## src/rtl/mem_arbiter.sv

```systemverilog
`default_nettype none
// +--------------------------------------------------------------------------+
// | mem_arbiter: round-robin single-owner arbiter for fetch and data ports.  |
// | Rev 1.0                                                                  |
// +--------------------------------------------------------------------------+
module mem_arbiter #(
  parameter int unsigned TIMEOUT_CYCLES = 255
) (
  input  logic        clk,
  input  logic        rst_n,
  input  logic        if_req,
  input  logic [31:0] if_addr,
  output logic        if_ack,
  output logic [31:0] if_rdata,
  input  logic        ex_mem_ena,
  input  logic        ex_mem_rw,
  input  logic [31:0] ex_mem_addr,
  input  logic [31:0] ex_mem_wdata,
  output logic        ex_ack,
  output logic [31:0] ex_rdata,
  output logic        bus_req,
  output logic        bus_rw,
  output logic [31:0] bus_addr,
  output logic [31:0] bus_wdata,
  input  logic        bus_ack,
  input  logic [31:0] bus_rdata,
  output logic        bus_err,
  output logic        stall_o
);

  localparam bit TMO_EN = (TIMEOUT_CYCLES != 0);
  localparam int unsigned CNT_W = TMO_EN ? $clog2(TIMEOUT_CYCLES + 1) : 1;
  // The counter starts at 0 in the first bus_req cycle, so T cycles end at T-1.
  localparam logic [CNT_W-1:0] CNT_LIM = CNT_W'(TMO_EN ? TIMEOUT_CYCLES - 1 : 0);
  localparam logic [CNT_W-1:0] CNT_MAX = '1;

  typedef enum logic [1:0] {
    S_IDLE  = 2'd0,
    S_DATA  = 2'd1,
    S_FETCH = 2'd2
  } state_t;

  state_t           r_state;
  state_t           w_state_nxt;
  logic             r_last_fetch;
  logic [CNT_W-1:0] r_cnt;
  logic             w_busy;
  logic             w_timeout;
  logic             w_done;
  logic             w_grant_data;
  logic             w_grant_fetch;

  assign w_busy    = (r_state != S_IDLE);
  assign w_timeout = TMO_EN && w_busy && !bus_ack && (r_cnt >= CNT_LIM);
  assign w_done    = w_busy && (bus_ack || w_timeout);

  always_comb begin
    w_state_nxt   = r_state;
    w_grant_data  = 1'b0;
    w_grant_fetch = 1'b0;
    case (r_state)
      S_IDLE: begin
        if (ex_mem_ena && if_req) begin
          w_grant_data  = r_last_fetch;
          w_grant_fetch = !r_last_fetch;
        end else begin
          w_grant_data  = ex_mem_ena;
          w_grant_fetch = if_req;
        end
        if (w_grant_data) begin
          w_state_nxt = S_DATA;
        end else if (w_grant_fetch) begin
          w_state_nxt = S_FETCH;
        end
      end
      S_DATA, S_FETCH: begin
        if (w_done) begin
          w_state_nxt = S_IDLE;
        end
      end
      default: w_state_nxt = S_IDLE;
    endcase
  end

  always_ff @(posedge clk or negedge rst_n) begin
    if (!rst_n) begin
      r_state <= S_IDLE;
    end else begin
      r_state <= w_state_nxt;
    end
  end

  always_ff @(posedge clk or negedge rst_n) begin
    if (!rst_n) begin
      r_last_fetch <= 1'b1;
      r_cnt        <= '0;
      bus_req      <= 1'b0;
      bus_rw       <= 1'b0;
      bus_addr     <= '0;
      bus_wdata    <= '0;
    end else begin
      if (w_grant_data) begin
        r_last_fetch <= 1'b0;
        r_cnt        <= '0;
        bus_req      <= 1'b1;
        bus_rw       <= ex_mem_rw;
        bus_addr     <= ex_mem_addr;
        bus_wdata    <= ex_mem_wdata;
      end else if (w_grant_fetch) begin
        r_last_fetch <= 1'b1;
        r_cnt        <= '0;
        bus_req      <= 1'b1;
        bus_rw       <= 1'b0;
        bus_addr     <= if_addr;
      end else if (w_done) begin
        bus_req <= 1'b0;
      end
      if (w_busy && !bus_ack && (r_cnt != CNT_MAX)) begin
        r_cnt <= r_cnt + CNT_W'(1);
      end
    end
  end

  assign ex_ack   = (r_state == S_DATA) && (bus_ack || w_timeout);
  assign if_ack   = (r_state == S_FETCH) && (bus_ack || w_timeout);
  assign ex_rdata = (ex_ack && !w_timeout) ? bus_rdata : '0;
  assign if_rdata = (if_ack && !w_timeout) ? bus_rdata : '0;
  assign bus_err  = w_timeout;
  assign stall_o  = ex_mem_ena && !ex_ack;

endmodule
`default_nettype wire

```

## config.mk

```make
export PLATFORM = sky130hd
export DESIGN_NAME = mem_arbiter
export DESIGN_NICKNAME = d
export VERILOG_FILES = /design/src/rtl/mem_arbiter.sv
export SDC_FILE = /design/constraint.sdc
export NUM_CORES = 1
export LEC_CHECK = 0
export CAP_MARGIN = 20
export CORE_AREA = 2 2 104 106
export DETAILED_ROUTE_END_ITERATION = 7
export DIE_AREA = 0 0 106 108
export PLACE_DENSITY_LB_ADDON = 0.25
export SLEW_MARGIN = 20
export SYNTH_ARGS = -nofsm -noshare
export SYNTH_HDL_FRONTEND = slang
export SYNTH_SLANG_ARGS = --single-unit
export TNS_END_PERCENT = 50
```

## constraint.sdc

```tcl
create_clock -name clk -period 5.99 [get_ports clk]
set_clock_uncertainty 0.2 [all_clocks]
set_input_delay 1.198 -clock clk [delete_from_list [all_inputs] [get_ports clk]]
set_output_delay 1.198 -clock clk [all_outputs]
set_load 0.05 [all_outputs]
```

### Yosys cells after proc, flatten, opt, wreduce, memory -nomap -nowiden

Index checks and enable logic that the tools add are counted.

* word-level logic and storage cells: 60
* bits in registers: 77
* output and inout port bits: 134
* input port bits: 134

* equal/unequal tests: 5
* add/sub/neg operators: 1
* multiplexer cells: 24
* order comparisons: 1
* reductions and logical operators: 22

Operators with widths (number)
* $mux 32: 4
* $mux 8: 3
* $mux 1: 13
* $logic_and 1x1->1: 10
* $add 8x1->8 const B: 1
* $ge 8x8->1 const B: 1
* $ne 8x8->1 const B: 1
* $mux 2: 3
* $reduce_bool 3->1: 2
* $logic_not 1->1: 4
* $pmux 2 s2: 1
* $reduce_bool 2->1: 2
* $ne 3x1->1 const B: 1
* $eq 2x1->1 const B: 1
* $eq 2x2->1 const B: 1
* $logic_not 2->1: 1
* $ne 2x2->1 const B: 1
* $reduce_and 2->1: 1
* $reduce_or 2->1: 1
* $logic_or 1x1->1: 1

### Longest topological paths before layout

* depth in word-level cells: 8
* gate-level depth with buffers: 8
* depth with buffers taken out: 6

### Worst setup path after synthesis

Ideal clock, no wire load.

* path kind: input to output
* start: in bus_ack
* end: out stall_o
* data required time: 4.592 ns
* slack: 1.930 ns
* path buffers: 1
* cell stages on the path: 4
* data arrival time: 2.662 ns
* path through: clkbuf_1 > inv_1 > o21ai_2 > a21boi_0

* word-level cells in the longest chain between the ends: 7

RTL lines
* from (decl): line 25 `input logic bus_ack,`
* $logic_not 1->1: line 54 `assign w_timeout = TMO_EN && w_busy && !bus_ack && (r_cnt >= CNT_LIM);`
* $logic_and 1x1->1 (2 in series): line 54
* $logic_or 1x1->1 *: line 124 `assign ex_ack = (r_state == S_DATA) && (bus_ack || w_timeout);`
* $logic_and 1x1->1 *: line 124
* $logic_not 1->1 *: line 129 `assign stall_o = ex_mem_ena && !ex_ack;`
* $logic_and 1x1->1 *: line 129
* to (decl): line 28 `output logic stall_o`

Every way passes the cells marked *; elsewhere a longest branch is shown, timed or not.

### Worst setup path in the final report

* start: in bus_ack
* end: out if_rdata[1]

* word-level cells in the longest chain between the ends: 7
* elaborated cells on any way between the ends: 8
* classes of those cells: mux (1); reduce/logical (7)

RTL lines
* $logic_not 1->1: line 54
* $logic_and 1x1->1 (2 in series): line 54
* $logic_or 1x1->1: line 125 `assign if_ack = (r_state == S_FETCH) && (bus_ack || w_timeout);`
* $logic_and 1x1->1: line 125
* $logic_and 1x1->1 *: line 127 `assign if_rdata = (if_ack && !w_timeout) ? bus_rdata : '0;`
* $mux 32 *: line 127
* to (decl): line 14 `output logic [31:0] if_rdata,`

Marks and branches as above.

==> summary.txt <==
Finish
  • Most common cell after layout, fill and taps aside: clkdlybuf4s50_1
  • Antenna cell count: 0
  • Most frequent cells in the layout: clkdlybuf4s50_1, dfrtp_1, and3_1
  • Area grow syn2layout: 74.5%
  • Layout cells sized above 1: between 10% and 20%
  • Non-filler cells, final: approximately 770
  • Fin util: approximately 67%
  • Nets@finish: 765

Synth
  • Synth top area cells: dfrtp_1, mux2_4, and3_1
  • Number of synthesized flops with an enable pin: 0
  • Ys async rst share: 100%
  • Syn Nets: a little over 500
  • Register area share after synthesis: between 40% and 50%
  • Synthesized area: 3930 sq um
  • Post-synth top area share: 48.4%
  • Syn Inst Count: around 380
  • Primary FF master, synth: dfrtp_1
  • Synth Warn #: 0
  • Synth Area per Inst: about 10 sq um
  • #FFs+latches synth: 77
  • Cell taking the most area after synthesis: dfrtp_1
  • Netlist cell types: 41

Pwr
  • Sequential share of power: roughly 26%
  • Sw frac: between 50% and 60%
  • Worst vdd ir: roughly 0.36 mV
  • Pleak: approximately 3.0 nW
  • NetSw: approximately 0.0018 W
  • Internal power: approximately 0.0017 W
  • Clock group share of total power: a little over a tenth
  • Tot Pwr: around 0.0036 W
  • Pwr dens: roughly 520 nW/um^2
  • Combinational power share: around 64%

Routing
  • TritonRoute pass-1 iters: 5
  • Total number of vias: roughly 3,900
  • Final ANT Viol Nets: 0
  • DRC: 0
  • Final WL: 13.3 mm
  • Routed len/inst: roughly 17 microns
  • Initial DRC count: 179
  • Vias per Instance: approximately 5

Floorplan
  • Starting Density: 38.4%
  • Ports: 268
  • Die area: approximately 11,000 sq um
  • Chip Width: 106 microns
  • Core Area: between 10,000 and 15,000 sq um
  • DIE HEIGHT: around 110 microns
  • Rows: 37

Critical path
  • Max Fanout on Critical Path: 41
  • Crit Path Class: in -> out
  • CP Capture Type: output port
  • Startpoint class of the critical path: primary input
  • Worst endpoint data arrival time: between 3 and 4 ns
  • Critical path data required time: 4.59 ns

Global routing
  • First-pass GRT wire length: ~20 mm
  • Global route total overflow: 0
  • GRT Util Overall: 22.2%
  • Pin count of the biggest net entering global routing: 78
  • Initial antenna violation count: 0
  • Vias in the first global route: between 3,000 and 4,000

Placed design
  • DP HPWL: 10.1 mm
  • Final GP Congestion: roughly 0.81
  • Cells after DPL: between 700 and 800
  • Buffers on Ports: between 200 and 300

Job
  • Maxcap violations: 0

Timing
  • Min Tclk post-route: about 4.8 ns
  • Final-report hold violation count: 0
  • Final period util: between 80% and 90%
  • Final setup violation count: 0
  • Slew at the pin with the worst max-slew slack: slightly below 1 ns
  • RSZ-0062 raised after global routing: no
  • Setup TNS: 0 ns
  • Fmax: between 200 and 250 MHz
  • Max Slew Vio Count: 0
  • Slew HR: between 30 and 40%

Clocking
  • Post-CTS sizing: 0
  • Root Buffer: clkbuf_8
  • Post-CTS Setup Inserts: 0
  • Clock Latency Late Sink: between 0.3 and 0.4 ns
  • Clk buf depth: 2
  • Hold buffers post-CTS: 0
  • Sink Count: between 70 and 80
  • Worst-path clk slew: 0.08 ns
  • CTS tree: built
  • TritonCTS buffer count: 9
  • H-tree depth: 3

Worst hold path
  • Hold WC Path Type: reg -> reg

Run status
  • Outcome: complete, no violations
cell usage after synthesis, types with 5 or more instances:
library cell / number
mux2_2: 5
buf_2: 7
and3_1: 66
o22ai_1: 32
nand2_1: 40
nand3_1: 7
o21ai_0: 37
mux2_4: 28
ha_1: 5
dfrtp_1: 76
clkbuf_1: 21
buf_6: 5
inv_1: 6
critical path, stage by stage:
cell and delay [ns]:
clkdlybuf4s50_1 0.80, buf_4 0.37, and3_1 0.20, clkdlybuf4s50_1 0.82
path summary, 6_finish.rpt:
| kind | cells after the start | end | startpoint | slack [ns] |
|---|---|---|---|---|
| worst max-delay path | 4 | if_rdata[1] | bus_ack | 1.19 |
| worst min-delay path | 2 | bus_addr[19] | bus_addr[19] | 0.28 |
| worst max register to register | 5 | bus_addr[1] | r_state[0] | 3.26 |
| worst min register to register | 2 | bus_addr[19] | bus_addr[19] | 0.28 |
| max in group asynchronous | 2 | r_last_fetch | rst_n | 4.47 |
| min in group asynchronous | 1 | bus_wdata[5] | rst_n | 0.51 |
metrics by stage:
stage,instance area (sq um),setup slack (ns),hold WS [ns]
2_1_floorplan,3930,1.93,0.293
5_1_grt,6860,1.02,0.312
3_3_place_gp,6650,1.26,0.262
6_report,6860,1.19,0.278
4_1_cts,6830,1.19,0.287
3_5_place_dp,6650,1.20,0.269
final cells by class:
| class | instances | area, sq um |
|---|---|---|
| multi-input cells | 259 | 1820 |
| fillers | 825 | 3370 |
| inverters | 7 | 26.3 |
| clock buffers | 9 | 124 |
| clock inverters | 7 | 57.6 |
| well taps | 136 | 170 |
| repair buffers | 272 | 2730 |
| flip-flops and latches | 77 | 1930 |
sequential cells by signal (all words and copies together) (netlist names):
register / cells
bus_addr: 32
bus_wdata: 32
r_cnt: 8
r_state: 2
bus_req: 1
bus_rw: 1
r_last_fetch: 1
power by group through the flow:
stage | sequential (W) | combinational (W) | clock [W]
detailed placement | 0.000914 | 0.00229 | 0
finish | 0.000911 | 0.00227 | 0.000369
global placement | 0.000902 | 0.00225 | 0
CTS | 0.000912 | 0.00229 | 0.000384
floorplan | 0.00169 | 0.000729 | 0
global route | 0.000946 | 0.00237 | 0.000405
logic make-up (layout without fill, tap and decap cells):
| logic type | count (synthesis) | after routing | synth area share (%) |
|---|---|---|---|
| AOI/OAI and AO/OA | 93 | 93 | 14.4 |
| xor gates and xnor gates | 2 | 2 | 0.446 |
| adders and majority gates | 5 | 5 | 1.59 |
| buffers and inverters | 40 | 295 | 5.00 |
| DFF | 77 | 77 | 49.1 |
| muxes | 33 | 33 | 12.1 |
| and+or+nand+nor | 126 | 126 | 17.3 |
layer usage:
layer / track usage (%) / up-vias / share of wire (%)
met4: 7.33 / 0 / 1.3
met5: 0 / - / 0
li1: - / 1860 / -
met2: 41.4 / 184 / 53
met3: 6.51 / 12 / 8.2
met1: 24.1 / 1811 / 37
(Power assumes the default switching activity.)
